===== src/rtl/uart_pkg.sv =====
// rtl/uart_pkg.sv - shared FSM states, parity mode constants and parameter check for the UART receiver

package uart_pkg;

  typedef enum logic [2:0] {
    ST_IDLE,
    ST_START,
    ST_DATA,
    ST_PARITY,
    ST_STOP
  } rx_state_t;

  localparam int PAR_NONE = 0;
  localparam int PAR_EVEN = 1;
  localparam int PAR_ODD  = 2;

  function automatic bit params_legal(input int data_bits, input int oversample,
                                      input int parity_mode, input int stop_bits);
    return (data_bits >= 5) && (data_bits <= 9) &&
           (oversample >= 8) && (oversample <= 32) && ((oversample % 2) == 0) &&
           (parity_mode >= PAR_NONE) && (parity_mode <= PAR_ODD) &&
           ((stop_bits == 1) || (stop_bits == 2));
  endfunction

endpackage


===== src/rtl/uart_rx_sampler.sv =====
// rtl/uart_rx_sampler.sv - rx synchronizer, 3-sample majority vote and tick-aligned falling-edge detect

module uart_rx_sampler
  import uart_pkg::*;
(
  input  logic clk,
  input  logic reset_n,
  input  logic sample_tick,
  input  logic rx,
  output logic vote,
  output logic fall
);

  logic       meta;
  logic       rx_sync;
  logic [1:0] hist;

  // hist holds the two previous tick samples; the vote uses them plus the current one
  always_ff @(posedge clk or negedge reset_n) begin
    if (!reset_n) begin
      meta    <= 1'b1;
      rx_sync <= 1'b1;
      hist    <= 2'b11;
    end else begin
      meta    <= rx;
      rx_sync <= meta;
      if (sample_tick) hist <= {hist[0], rx_sync};
    end
  end

  assign vote = (hist[1] & hist[0]) | (hist[1] & rx_sync) | (hist[0] & rx_sync);
  assign fall = sample_tick & hist[0] & ~rx_sync;

endmodule


===== src/rtl/uart_rx_ctrl.sv =====
// rtl/uart_rx_ctrl.sv - oversampling UART receive controller; UART_RX_BREAK_DET_EN adds break_det

module uart_rx_ctrl
  import uart_pkg::*;
#(
  parameter int DATA_BITS   = 8,
  parameter int OVERSAMPLE  = 16,
  parameter int PARITY_MODE = 0,
  parameter int STOP_BITS   = 1
) (
  input  logic                 clk,
  input  logic                 reset_n,
  input  logic                 sample_tick,
  input  logic                 rx,
  output logic                 shift,
  output logic                 parity_check,
  output logic                 chk_stop,
  output logic [DATA_BITS-1:0] data_out,
  output logic                 data_valid,
  output logic                 parity_err,
  output logic                 frame_err
`ifdef UART_RX_BREAK_DET_EN
  ,
  output logic                 break_det
`endif
);

  localparam int TW = $clog2(OVERSAMPLE);
  localparam int BW = $clog2(DATA_BITS + 1);
  localparam logic [TW-1:0] HALF_M1   = TW'(OVERSAMPLE / 2 - 1);
  localparam logic [TW-1:0] FULL_M1   = TW'(OVERSAMPLE - 1);
  localparam logic [BW-1:0] LAST_DATA = BW'(DATA_BITS - 1);
  localparam logic [BW-1:0] LAST_STOP = BW'(STOP_BITS - 1);
  localparam logic          ODD_INV   = logic'(PARITY_MODE == PAR_ODD);
  localparam bit            PARAMS_OK = params_legal(DATA_BITS, OVERSAMPLE, PARITY_MODE, STOP_BITS);

  if (!PARAMS_OK) begin : g_param_error
    $error("uart_rx_ctrl: illegal parameter set");
  end

  rx_state_t            state, state_n;
  logic [TW-1:0]        tick_cnt;
  logic [BW-1:0]        bit_cnt;
  logic [DATA_BITS-1:0] shift_reg;
  logic                 par_acc, frm_acc;
  logic                 vote, fall, at_bit, start_frame, done;

  uart_rx_sampler u_sampler (
    .clk         (clk),
    .reset_n     (reset_n),
    .sample_tick (sample_tick),
    .rx          (rx),
    .vote        (vote),
    .fall        (fall)
  );

  assign at_bit      = sample_tick && (tick_cnt == FULL_M1);
  assign start_frame = (state == ST_IDLE) && fall;

`ifdef UART_RX_BREAK_DET_EN
  logic brk_acc, brk_wait, brk_hit;
`endif

  always_ff @(posedge clk or negedge reset_n) begin
    if (!reset_n) state <= ST_IDLE;
    else          state <= state_n;
  end

  always_comb begin
    state_n      = state;
    shift        = 1'b0;
    parity_check = 1'b0;
    chk_stop     = 1'b0;
    done         = 1'b0;
`ifdef UART_RX_BREAK_DET_EN
    brk_hit      = 1'b0;
`endif
    case (state)
      ST_IDLE:  if (start_frame) state_n = ST_START;
      ST_START: if (sample_tick && (tick_cnt == HALF_M1)) state_n = vote ? ST_IDLE : ST_DATA;
      ST_DATA: begin
        if (at_bit) begin
          shift = 1'b1;
          if (bit_cnt == LAST_DATA) state_n = (PARITY_MODE != PAR_NONE) ? ST_PARITY : ST_STOP;
        end
      end
      ST_PARITY: begin
        if (at_bit) begin
          parity_check = 1'b1;
          state_n      = ST_STOP;
        end
      end
      ST_STOP: begin
`ifdef UART_RX_BREAK_DET_EN
        // after a break the line must recover before another start edge is accepted
        if (brk_wait) begin
          if (sample_tick && vote) state_n = ST_IDLE;
        end else if (at_bit) begin
          chk_stop = 1'b1;
          if (bit_cnt == LAST_STOP) begin
            if (brk_acc && !vote) begin
              brk_hit = 1'b1;
            end else begin
              done    = 1'b1;
              state_n = ST_IDLE;
            end
          end
        end
`else
        if (at_bit) begin
          chk_stop = 1'b1;
          if (bit_cnt == LAST_STOP) begin
            done    = 1'b1;
            state_n = ST_IDLE;
          end
        end
`endif
      end
      default: state_n = ST_IDLE;
    endcase
  end

  always_ff @(posedge clk or negedge reset_n) begin
    if (!reset_n) begin
      tick_cnt   <= '0;
      bit_cnt    <= '0;
      shift_reg  <= '0;
      par_acc    <= 1'b0;
      frm_acc    <= 1'b0;
      data_out   <= '0;
      data_valid <= 1'b0;
      parity_err <= 1'b0;
      frame_err  <= 1'b0;
    end else begin
      data_valid <= done;
      if (sample_tick) begin
        if ((state == ST_IDLE) || ((state == ST_START) && (tick_cnt == HALF_M1)) ||
            (tick_cnt == FULL_M1))
          tick_cnt <= '0;
        else
          tick_cnt <= tick_cnt + TW'(1);
      end
      if (state_n != state)          bit_cnt <= '0;
      else if (shift || chk_stop)    bit_cnt <= bit_cnt + BW'(1);
      if (shift) shift_reg <= {vote, shift_reg[DATA_BITS-1:1]};
      if (start_frame) begin
        par_acc <= 1'b0;
        frm_acc <= 1'b0;
      end
      if (parity_check)      par_acc <= vote ^ (^shift_reg) ^ ODD_INV;
      if (chk_stop && !vote) frm_acc <= 1'b1;
      if (done) begin
        data_out   <= shift_reg;
        parity_err <= par_acc;
        frame_err  <= frm_acc | ~vote;
      end
    end
  end

`ifdef UART_RX_BREAK_DET_EN
  // brk_acc stays set only while every sample of the frame has been low
  always_ff @(posedge clk or negedge reset_n) begin
    if (!reset_n) begin
      brk_acc   <= 1'b0;
      brk_wait  <= 1'b0;
      break_det <= 1'b0;
    end else begin
      break_det <= brk_hit;
      if (start_frame)                           brk_acc <= 1'b1;
      else if (shift || parity_check || chk_stop) brk_acc <= brk_acc & ~vote;
      if (brk_hit)                   brk_wait <= 1'b1;
      else if (state_n == ST_IDLE)   brk_wait <= 1'b0;
    end
  end
`endif

endmodule


===== config.mk =====
export PLATFORM = sky130hd
export DESIGN_NAME = uart_rx_ctrl
export DESIGN_NICKNAME = d
export VERILOG_FILES = /design/src/rtl/uart_pkg.sv /design/src/rtl/uart_rx_sampler.sv /design/src/rtl/uart_rx_ctrl.sv
export SDC_FILE = /design/constraint.sdc
export NUM_CORES = 1
export LEC_CHECK = 0
export BUFFER_PORTS_ARGS = -buffer_cell sky130_fd_sc_hd__buf_2
export CAP_MARGIN = 5
export CORE_MARGIN = 5
export CORE_UTILIZATION = 52
export CTS_CLUSTER_DIAMETER = 40
export CTS_CLUSTER_SIZE = 10
export DETAILED_ROUTE_END_ITERATION = 10
export GPL_ROUTABILITY_DRIVEN = 0
export MAX_ROUTING_LAYER = met4
export PLACE_DENSITY_LB_ADDON = 0.1
export SLEW_MARGIN = 25
export SYNTH_ARGS = -nofsm -noshare
export SYNTH_HDL_FRONTEND = slang
export SYNTH_SLANG_ARGS = --single-unit

===== constraint.sdc =====
create_clock -name clk -period 1.7 [get_ports clk]
set_input_delay 0.34 -clock clk [delete_from_list [all_inputs] [get_ports clk]]
set_output_delay 0.34 -clock clk [all_outputs]
set_load 0.01 [all_outputs]

# [Word level (Yosys, flattened, before mapping)]
# Index checks and enable logic that the tools add are counted.
[word_totals] input_bits=4 out_inout_bits=14 register_bits=36 word_cells=71
[classes] bitwise_logic=11 n_eq_ne=8 reduce_logical=15 n_mux=22 addsub=2
[ops] cell="$mux W3" count=7
[ops] cell="$pmux W3 S5" count=1
[ops] cell="$mux W4" count=3
[ops] cell="$mux W1" count=10
[ops] cell="$add A4 B1 Y4 const B" count=2
[ops] cell="$eq A4 B3 Y1 const B" count=2
[ops] cell="$reduce_xor A8 Y1" count=1
[ops] cell="$eq A3 B2 Y1 const B" count=2
[ops] cell="$reduce_bool A2 Y1" count=3
[ops] cell="$and A1 B1 Y1" count=5
[ops] cell="$logic_and A1 B1 Y1" count=5
[ops] cell="$eq A4 B4 Y1 const B" count=1
[ops] cell="$logic_not A4 Y1" count=1
[ops] cell="$eq A3 B1 Y1 const B" count=1
[ops] cell="$eq A3 B3 Y1 const B" count=1
[ops] cell="$logic_not A3 Y1" count=1
[ops] cell="$logic_or A1 B1 Y1" count=3
[ops] cell="$ne A3 B3 Y1" count=1
[ops] cell="$or A1 B1 Y1" count=3
[ops] cell="$mux W2" count=1
[ops] cell="$not A1 Y1" count=2
[ops] cell="$logic_not A1 Y1" count=1
[ops] cell="$xor A1 B1 Y1" count=1

# [Longest topological paths before layout]
# Gate-level depths: netlist (run 1).
[depth] word_depth=8 ltp_mapped=6 depth_no_buf=6

# [By module]
# A second synthesis (run 1) with hierarchy kept.
[hier_totals] hier_cells=146 area_unflattened_um2=1791.7
[by_module_without_submodules] module="uart_rx_ctrl" area_each_um2=1642.8 seq_area_each_um2=800.8 cells_each=138 instances=1
[by_module_without_submodules] module="uart_rx_sampler" area_each_um2=148.9 seq_area_each_um2=105.1 cells_each=8 instances=1

# [Least setup slack after synthesis (run 1)]
# Ideal clock, no wire load.
[synth_timing] path_type="register -> register" from="register tick_cnt[0]" to="register data_out[0]" arrival_time_ns=1.704 required_ns=1.575 n_path_buf=1 synth_period_minus_slack_ns=1.829 path_stages_with_launch=7 path_slack_ns=-0.129 setup_time_ns=0.125 cell_sequence="dfrtp_1 ha_1 nand4_4 or3_4 nor2_4 buf_12 mux2_4"
[synth_between] elab_chain_len=4
[synth_rtl] element="from (decl)" line_no="uart_rx_ctrl.sv:42" rtl="logic [TW-1:0] tick_cnt;"
[synth_rtl] element="from (signal assigned)" line_no="uart_rx_ctrl.sv:141" rtl="tick_cnt <= tick_cnt + TW'(1);"
[synth_rtl] element="$eq A4 B4 Y1" line_no="uart_rx_ctrl.sv:57" rtl="assign at_bit = sample_tick && (tick_cnt == FULL_M1);"
[synth_rtl] element="$logic_and A1 B1 Y1" line_no="uart_rx_ctrl.sv:57"
[synth_rtl] element="$mux W1" line_no="uart_rx_ctrl.sv:110" rtl="if (at_bit) begin"
[synth_rtl] element="$mux W1" line_no="uart_rx_ctrl.sv:78" rtl="case (state)"
[synth_rtl] element="named net done" line_no="uart_rx_ctrl.sv:46" rtl="logic vote, fall, at_bit, start_frame, done;"
[synth_rtl] element="to (signal assigned)" line_no="uart_rx_ctrl.sv:153" rtl="data_out <= shift_reg;"
[synth_rtl] element="to (decl)" line_no="uart_rx_ctrl.sv:18" rtl="output logic [DATA_BITS-1:0] data_out,"
# The timed path passes the listed nets, and every way through them passes these cells.
# A chain may end at the register's enable or synchronous reset.

# [Final worst setup path (run 1)]
[layout_timing] from="register tick_cnt[1]" to="output chk_stop"
[layout_between] elab_chain_len=4
[layout_rtl] element="$eq A4 B4 Y1" line_no="uart_rx_ctrl.sv:57"
[layout_rtl] element="$logic_and A1 B1 Y1" line_no="uart_rx_ctrl.sv:57"
[layout_rtl] element="$mux W1" line_no="uart_rx_ctrl.sv:110"
[layout_rtl] element="$mux W1" line_no="uart_rx_ctrl.sv:78"
[layout_rtl] element="to (decl)" line_no="uart_rx_ctrl.sv:17" rtl="output logic chk_stop,"
# No other way between the ends.

==> results of run 1 <==
cell usage after synthesis, drive strengths merged, types with 3 or more instances:
cell	number	share of area, %
dfrtp	32	45
mux2	22	16
xnor2	10	5.0
nor3	8	2.6
inv	7	1.5
nand2	5	1.1
dfstp	4	6.0
nor2	4	1.3
buf	3	1.7
ha	3	2.1
nand2b	3	1.1
nor4	3	1.1
o21ai	3	0.85
o22ai	3	1.1
cell type report:
class | count | area, sq um | share of cell area [%]
tap | 46 | 57.6 | 2.56
sequential | 36 | 906 | 40.3
clock inverter | 1 | 30.0 | 1.34
inverter | 7 | 28.8 | 1.28
timing repair buffer | 45 | 339 | 15.1
multi-input combinational | 89 | 822 | 36.6
clock buffer | 7 | 65.1 | 2.89
critical path, delay by kind of cell (launching register included):
| family | cells | cell delay [ns] |
|---|---|---|
| adder cells (fa/ha/maj) | 1 | 0.17 |
| buffers and inverters | 3 | 0.26 |
| flip-flops | 1 | 0.41 |
| AND/OR/NAND/NOR | 2 | 0.41 |
worst min path at each step:
stage / to / slack [ns] / depth (start not counted)
after floorplan: bit_cnt[0] / 0.04 / 0
after global placement: bit_cnt[2] / 0.31 / 2
after global routing: u_sampler.meta / 0.07 / 1
after CTS: u_sampler.meta / 0.07 / 1
after detailed placement: bit_cnt[2] / 0.32 / 2
final: u_sampler.meta / 0.1 / 1
power groups by stage:
stage / combinational, uW / clock (uW) / sequential (uW)
after floorplan: 426 / 0 / 1030
after global placement: 649 / 0 / 1040
after detailed placement: 665 / 0 / 1040
after CTS: 691 / 692 / 1030
after global routing: 789 / 723 / 1040
final: 705 / 665 / 1020
kinds of logic after synthesis:
family	Yosys count	share of synthesized area, %
XOR/XNOR	12	6.74
AO/OA/AOI/OAI	15	5.96
AND/OR/NAND/NOR	34	12.5
adder cells (fa/ha/maj)	4	2.70
flip-flops	36	51.4
multiplexers	24	17.1
buffers and inverters	12	3.62
per-layer routing:
layer,share of wire [%],up-vias,global-route usage (%),wire length [um]
met1,44,580,21.3,1460
met2,50,22,25.3,1620
met5,0,-,-,0
li1,-,580,-,-
met3,4.3,5,5.25,140
met4,1.6,0,7.69,51
metrics by stage:
step | utilization [%] | instance area [sq um] | setup slack (ns)
CTS | 67.0 | 2220 | -0.285
finish | 67.9 | 2250 | -0.219
detailed placement | 62.2 | 2060 | -0.0323
global route | 67.9 | 2250 | -0.299
global placement | 62.2 | 2060 | 0.00549
floorplan | - | 1780 | -0.0296
repair_timing:
item / in CTS / in global routing
pin swaps: 3 / 2
hold buffers: 1 / 0
resized for setup: 8 / 5
hold endpoints to repair: 32 / 0
endpoints found under the setup margin: 12 / 23
buffers inserted: 3 / 2
==> impl_metrics.prom, run 1 <==
# TYPE chip_impl_metric gauge
chip_impl_metric{name="drive_gt1_share",unit="%"} 48.1
chip_impl_metric{name="total_net_switching_power",unit="uW"} 698
chip_impl_info{name="timing.critical_path.cells",value="ha_4 -> nand4_4 -> or3_4 -> buf_6 -> inv_4 -> buf_6"} 1
chip_impl_metric{name="antennaDiodeCount",unit=""} 0
chip_impl_metric{name="min_period_over_period",unit="%"} 113
chip_impl_info{name="hold_wc_startpoint",value="rx"} 1
chip_impl_metric{name="postRouteAntennaNets",unit=""} 0
chip_impl_metric{name="synth.yosys.seq_area_share",unit="%"} 51.4
chip_impl_metric{name="timing_worst_slew_pin_value",unit="ns"} 0.373
chip_impl_metric{name="timing_hold_violations_final",unit=""} 0
chip_impl_metric{name="hpwl",unit="um"} 2390
chip_impl_metric{name="netlist_instances",unit=""} 137
chip_impl_metric{name="cts_made_buffers",unit=""} 5
chip_impl_info{name="r2r-end",value="data_out[7]"} 1
chip_impl_metric{name="power_frac_clock",unit="%"} 27.8
chip_impl_metric{name="syn-cell-area",unit="sq um"} 1760
chip_impl_metric{name="vias_in_the_first_global_route",unit=""} 1201
chip_impl_metric{name="cts_max_level",unit=""} 2
chip_impl_metric{name="grt_start_max_net_pins",unit=""} 37
chip_impl_metric{name="final.setup.worst_slack",unit="ns"} -0.219
chip_impl_metric{name="remaining_drc_errors",unit=""} 0
chip_impl_metric{name="post_drt_wl_per_cell",unit="um"} 14.2
chip_impl_metric{name="max-slew-margin-rel",unit="%"} 75.0
chip_impl_metric{name="path_clk_slew",unit="ns"} 0.10
chip_impl_metric{name="nFillCells",unit=""} 264
chip_impl_metric{name="cellPowerDensity",unit="nW/um^2"} 1060
chip_impl_metric{name="cp_data_arrival_time",unit="ns"} 1.58
chip_impl_info{name="critical_path.most_common_cell",value="sky130_fd_sc_hd__buf_6"} 1
chip_impl_metric{name="timing.fmax",unit="MHz"} 521
chip_impl_metric{name="max_stage_delay",unit="ns"} 0.41
chip_impl_metric{name="finalSetupViolations",unit=""} 13
chip_impl_info{name="cts_root_buf",value="sky130_fd_sc_hd__clkbuf_4"} 1
chip_impl_metric{name="port_buffers",unit=""} 17
chip_impl_metric{name="grt_antenna_before_repair",unit=""} 0
chip_impl_metric{name="core.rowCount",unit=""} 21
chip_impl_info{name="crit_path_end_kind",value="output pin"} 1
chip_impl_metric{name="timing.final.max_slew_violations",unit=""} 0
chip_impl_info{name="cts_tree",value="yes"} 1
chip_impl_metric{name="r2r_setup_slack",unit="ns"} -0.22
chip_impl_metric{name="layout_area_growth_over_synthesis",unit="%"} 27.5
chip_impl_metric{name="floorplan.core_area",unit="sq um"} 3310
chip_impl_metric{name="start_util",unit="%"} 53.3
chip_impl_info{name="critical_path.slowest_cell",value="sky130_fd_sc_hd__dfrtp_1"} 1
chip_impl_metric{name="postSynthRegisterBits",unit=""} 36
chip_impl_metric{name="seq_pwr_share",unit="%"} 42.7
chip_impl_info{name="timing.critical_path.to",value="chk_stop"} 1
chip_impl_metric{name="worstPathMaxFanout",unit=""} 2
chip_impl_info{name="grt_setup_unrepaired",value="yes"} 1
chip_impl_info{name="cp-startpoint",value="tick_cnt[1]"} 1
chip_impl_metric{name="detailedRoute.firstIterationViolations",unit=""} 116
chip_impl_metric{name="fin_setup_tns",unit="ns"} -2.50
chip_impl_metric{name="drt_first_pass_iters",unit=""} 4
chip_impl_metric{name="die_w",unit="um"} 68.2
chip_impl_metric{name="postRouteWirelength",unit="um"} 3270
chip_impl_metric{name="boundaryPins",unit=""} 18
chip_impl_metric{name="gr-usage-all-layers",unit="%"} 17.0
chip_impl_metric{name="cell_internal_pwr",unit="uW"} 1690
chip_impl_info{name="worstHoldPathType",value="in2reg"} 1
chip_impl_metric{name="die_y",unit="um"} 68.2
chip_impl_metric{name="grt-ovfl-total",unit=""} 0
chip_impl_metric{name="number_of_cells_in_the_design_after_placement",unit=""} 217
chip_impl_metric{name="synthArstFlopShare",unit="%"} 100
chip_impl_metric{name="worst_ir_drop_vdd",unit="mV"} 0.825
chip_impl_metric{name="grt_first_pass_wirelength",unit="um"} 5560
chip_impl_metric{name="post_synth.cell_area_avg",unit="sq um"} 12.9
chip_impl_metric{name="detail_route.vias_per_cell",unit=""} 5.14
chip_impl_metric{name="fin_crit",unit="ns"} 1.92
chip_impl_metric{name="fin_hold_ws",unit="ns"} 0.0963
chip_impl_info{name="mostFrequentLayoutCell",value="sky130_fd_sc_hd__dfrtp_1"} 1
chip_impl_metric{name="post_synth_edffs",unit=""} 0
chip_impl_metric{name="postSynthNetCount",unit=""} 144
chip_impl_info{name="commonest_non_fill_non_tap_cells_in_the_layout",value="sky130_fd_sc_hd__dfrtp_1 (32), sky130_fd_sc_hd__buf_4 (20), sky130_fd_sc_hd__buf_2 (16), sky130_fd_sc_hd__mux2_2 (13), sky130_fd_sc_hd__xnor2_1 (10)"} 1
chip_impl_metric{name="yosysUniqueCellTypes",unit=""} 40
chip_impl_metric{name="part_of_the_total_power_dissipated_in_combinational_logic",unit="%"} 29.5
chip_impl_metric{name="switching_share",unit="%"} 29.2
chip_impl_metric{name="cts_sinks",unit=""} 36
chip_impl_metric{name="ys.warnings.count",unit=""} 0
chip_impl_metric{name="clock_insertion_delay_worst_skew",unit="ns"} 0.34
chip_impl_info{name="startpoint_type",value="flop"} 1
chip_impl_info{name="run_status",value="finished, violations left"} 1
chip_impl_info{name="criticalPathCategory",value="reg2out"} 1
chip_impl_info{name="ys.flop_type",value="sky130_fd_sc_hd__dfrtp_1"} 1
chip_impl_metric{name="fin_worst_skew",unit="ns"} 0.00734
chip_impl_info{name="rr_startpoint",value="tick_cnt[1]"} 1
chip_impl_metric{name="rr_worst_depth",unit=""} 8
chip_impl_metric{name="cts_max_path_buffers",unit=""} 2
chip_impl_metric{name="number_of_max_cap_violations",unit=""} 0
chip_impl_metric{name="finish.net_count",unit=""} 191
chip_impl_metric{name="fin_cells",unit=""} 231
chip_impl_metric{name="die_area",unit="sq um"} 4650
chip_impl_info{name="violated_checks",value="setup timing"} 1
chip_impl_metric{name="power_leakage",unit="uW"} 0.00108
chip_impl_metric{name="worst_ep_required_time",unit="ns"} 1.36
chip_impl_metric{name="num_vias",unit=""} 1187
chip_impl_metric{name="overall_power_consumption",unit="uW"} 2390
No activity file was read; power rests on OpenSTA's default activity.
==> run 2: changes to the inputs <==
Settings changed: BUFFER_PORTS_ARGS -buffer_cell sky130_fd_sc_hd__buf_2 to not set, CORE_UTILIZATION 52 to 55, DONT_BUFFER_PORTS set to 1.
==> run 2 against run 1 <==
  * Clock skew up 0.0022 ns
  * Die area shrank 4.7%
  * First-iteration DRC count down 32%
  * Combinational power down 3.3%
  * The flow still finishes with violations (setup timing)
  * Critical path type unchanged
  * Final cell count is 10% lower
  * Flip-flop and latch count unchanged
  * Clock power decreased by 34%
  * Sequential share of layout area increased by 3.2 points
  * Register-to-register slack better by 0.05 ns
==> impl_metrics.prom, run 2 (synthesized netlist as in run 1, its figures left out) <==
# TYPE chip_impl_metric gauge
chip_impl_info{name="run_status",value="finished, violations left"} 1
chip_impl_info{name="violated_checks",value="setup timing"} 1
chip_impl_info{name="timing.critical_path.cells",value="ha_4 -> nand4_4 -> or3_4 -> buf_6 -> inv_4"} 1
chip_impl_metric{name="cellPowerDensity",unit="nW/um^2"} 1030
chip_impl_metric{name="core.rowCount",unit=""} 20
chip_impl_metric{name="start_util",unit="%"} 57.7
chip_impl_metric{name="cts_max_path_buffers",unit=""} 2
chip_impl_metric{name="timing.fmax",unit="MHz"} 527
chip_impl_metric{name="worstPathMaxFanout",unit=""} 2
chip_impl_metric{name="die_area",unit="sq um"} 4440
chip_impl_metric{name="num_vias",unit=""} 1114
chip_impl_info{name="grt_setup_unrepaired",value="yes"} 1
chip_impl_metric{name="grt_antenna_before_repair",unit=""} 0
chip_impl_metric{name="cp_data_arrival_time",unit="ns"} 1.56
chip_impl_metric{name="nFillCells",unit=""} 227
chip_impl_metric{name="finish.net_count",unit=""} 170
chip_impl_metric{name="gr-usage-all-layers",unit="%"} 16.3
chip_impl_metric{name="postRouteAntennaNets",unit=""} 0
chip_impl_metric{name="path_clk_slew",unit="ns"} 0.11
chip_impl_metric{name="detail_route.vias_per_cell",unit=""} 5.36
chip_impl_metric{name="boundaryPins",unit=""} 18
chip_impl_metric{name="grt-ovfl-total",unit=""} 0
chip_impl_metric{name="die_w",unit="um"} 66.6
chip_impl_metric{name="timing.final.max_slew_violations",unit=""} 0
chip_impl_metric{name="layout_area_growth_over_synthesis",unit="%"} 18.1
chip_impl_info{name="startpoint_type",value="flop"} 1
chip_impl_metric{name="cts_made_buffers",unit=""} 5
chip_impl_metric{name="cts_sinks",unit=""} 36
chip_impl_metric{name="grt_start_max_net_pins",unit=""} 37
chip_impl_metric{name="vias_in_the_first_global_route",unit=""} 1176
chip_impl_metric{name="overall_power_consumption",unit="uW"} 2140
chip_impl_info{name="mostFrequentLayoutCell",value="sky130_fd_sc_hd__dfrtp_1"} 1
chip_impl_metric{name="post_drt_wl_per_cell",unit="um"} 15.1
chip_impl_metric{name="grt_first_pass_wirelength",unit="um"} 5290
chip_impl_metric{name="detailedRoute.firstIterationViolations",unit=""} 79
chip_impl_metric{name="drive_gt1_share",unit="%"} 40.2
chip_impl_metric{name="final_area",unit="sq um"} 2080
chip_impl_metric{name="final-seq-area",unit="sq um"} 906
chip_impl_metric{name="clock_insertion_delay_worst_skew",unit="ns"} 0.34
chip_impl_metric{name="worst_ep_required_time",unit="ns"} 1.36
chip_impl_metric{name="number_of_max_cap_violations",unit=""} 0
chip_impl_info{name="commonest_non_fill_non_tap_cells_in_the_layout",value="sky130_fd_sc_hd__dfrtp_1 (32), sky130_fd_sc_hd__buf_4 (18), sky130_fd_sc_hd__mux2_2 (12), sky130_fd_sc_hd__mux2_4 (10), sky130_fd_sc_hd__xnor2_1 (10)"} 1
chip_impl_metric{name="power_leakage",unit="uW"} 0.000946
chip_impl_info{name="cts_tree",value="yes"} 1
chip_impl_metric{name="utilization",unit="%"} 68.2
chip_impl_info{name="criticalPathCategory",value="reg2out"} 1
chip_impl_metric{name="fin_crit",unit="ns"} 1.90
chip_impl_info{name="critical_path.slowest_cell",value="sky130_fd_sc_hd__dfrtp_1"} 1
chip_impl_metric{name="cts_max_level",unit=""} 2
chip_impl_metric{name="postRouteWirelength",unit="um"} 3140
chip_impl_metric{name="finalSetupViolations",unit=""} 13
chip_impl_metric{name="detailed_place.area",unit="sq um"} 1940
chip_impl_metric{name="min_period_over_period",unit="%"} 112
chip_impl_info{name="crit_path_end_kind",value="output pin"} 1
chip_impl_metric{name="die_y",unit="um"} 66.6
chip_impl_metric{name="timing_worst_slew_pin_value",unit="ns"} 0.363
chip_impl_metric{name="floorplan.core_area",unit="sq um"} 3050
chip_impl_metric{name="max-slew-margin-rel",unit="%"} 75.5
chip_impl_metric{name="final.setup.worst_slack",unit="ns"} -0.198
chip_impl_metric{name="multi_input_comb_area",unit="sq um"} 825
chip_impl_metric{name="timing_hold_violations_final",unit=""} 0
chip_impl_metric{name="hpwl",unit="um"} 2230
chip_impl_metric{name="remaining_drc_errors",unit=""} 0
chip_impl_metric{name="antennaDiodeCount",unit=""} 0
chip_impl_info{name="worstHoldPathType",value="in2reg"} 1
chip_impl_metric{name="max_stage_delay",unit="ns"} 0.42
chip_impl_metric{name="fin_worst_skew",unit="ns"} 0.00951
chip_impl_metric{name="port_buffers",unit=""} 0
chip_impl_metric{name="drt_first_pass_iters",unit=""} 4
chip_impl_metric{name="placement_setup_slack",unit="ns"} -0.0228
chip_impl_info{name="cts_root_buf",value="sky130_fd_sc_hd__clkbuf_4"} 1
chip_impl_metric{name="worst_ir_drop_vdd",unit="mV"} 0.535
==> run 2: cell types whose count changed in the layout (fill, tap and decap cells not counted), sizes merged <==
cell	previous run	this run
buf	44	22
dlygate4sd3	1	2
clkinv	0	1
bufinv	1	0
==> run 2: path summary, 6_finish.rpt <==
path                                 from                end  slack [ns]  depth (start not counted)
max                           tick_cnt[0]           chk_stop       -0.20                          5
min                           sample_tick        tick_cnt[2]         0.1                          1
max reg2reg                   tick_cnt[0]        data_out[3]       -0.17                          7
min reg2reg                u_sampler.meta  u_sampler.rx_sync        0.37                          0
max in group asynchronous         reset_n     u_sampler.meta        0.99                          2
min in group asynchronous         reset_n         bit_cnt[2]        0.44                          2
==> run 2: per-stage QoR <==
stage	hold slack (ns)	setup TNS (ns)	instances
after floorplan	0.0444	-0.267	137
after global placement	0.0453	0	194
after detailed placement	0.0453	-0.0268	194
after CTS	0.0929	-0.442	206
after global routing	0.0799	-2.65	208
final	0.0970	-1.99	208
==> run 2: report_power, final <==
part	switching, uW	internal (uW)	leakage (uW)	total [uW]
Combinational	338	344	0.000438	682
Sequential	78.2	947	0.000478	1020
Clock	274	161	0.0000293	436
==> run 2: area by class of cell <==
type | instances | share of cell area, %
Multi-Input combinational cell | 89 | 39.6
Clock buffer | 7 | 2.16
Tap cell | 44 | 2.64
Inverter | 7 | 1.38
Sequential cell | 36 | 43.5
Timing Repair Buffer | 24 | 10.5
Clock inverter | 1 | 0.240
==> run 2: per-layer routing <==
| layer | up-vias | global-route usage, % | part of all wire (%) |
|---|---|---|---|
| met5 | - | - | 0 |
| met4 | 0 | 6.35 | 1.0 |
| met3 | 4 | 4.72 | 5.4 |
| met2 | 26 | 24.4 | 47 |
| met1 | 543 | 21.0 | 47 |
| li1 | 541 | - | - |
==> run 2: critical path, delay by kind of cell (launching register included) <==
| kind | cells | cell delay [ns] |
|---|---|---|
| buf+inv | 2 | 0.18 |
| fa+ha+maj | 1 | 0.17 |
| flops | 1 | 0.42 |
| simple gates | 2 | 0.46 |
==> run 2: what timing repair did <==
action / CTS / global route
pin swaps: 0 / 3
resized for setup: 4 / 5
setup buffers: 1 / 2
setup endpoints to repair: 13 / 16
endpoints found under the hold margin: 37 / 0
hold buffers: 3 / 0
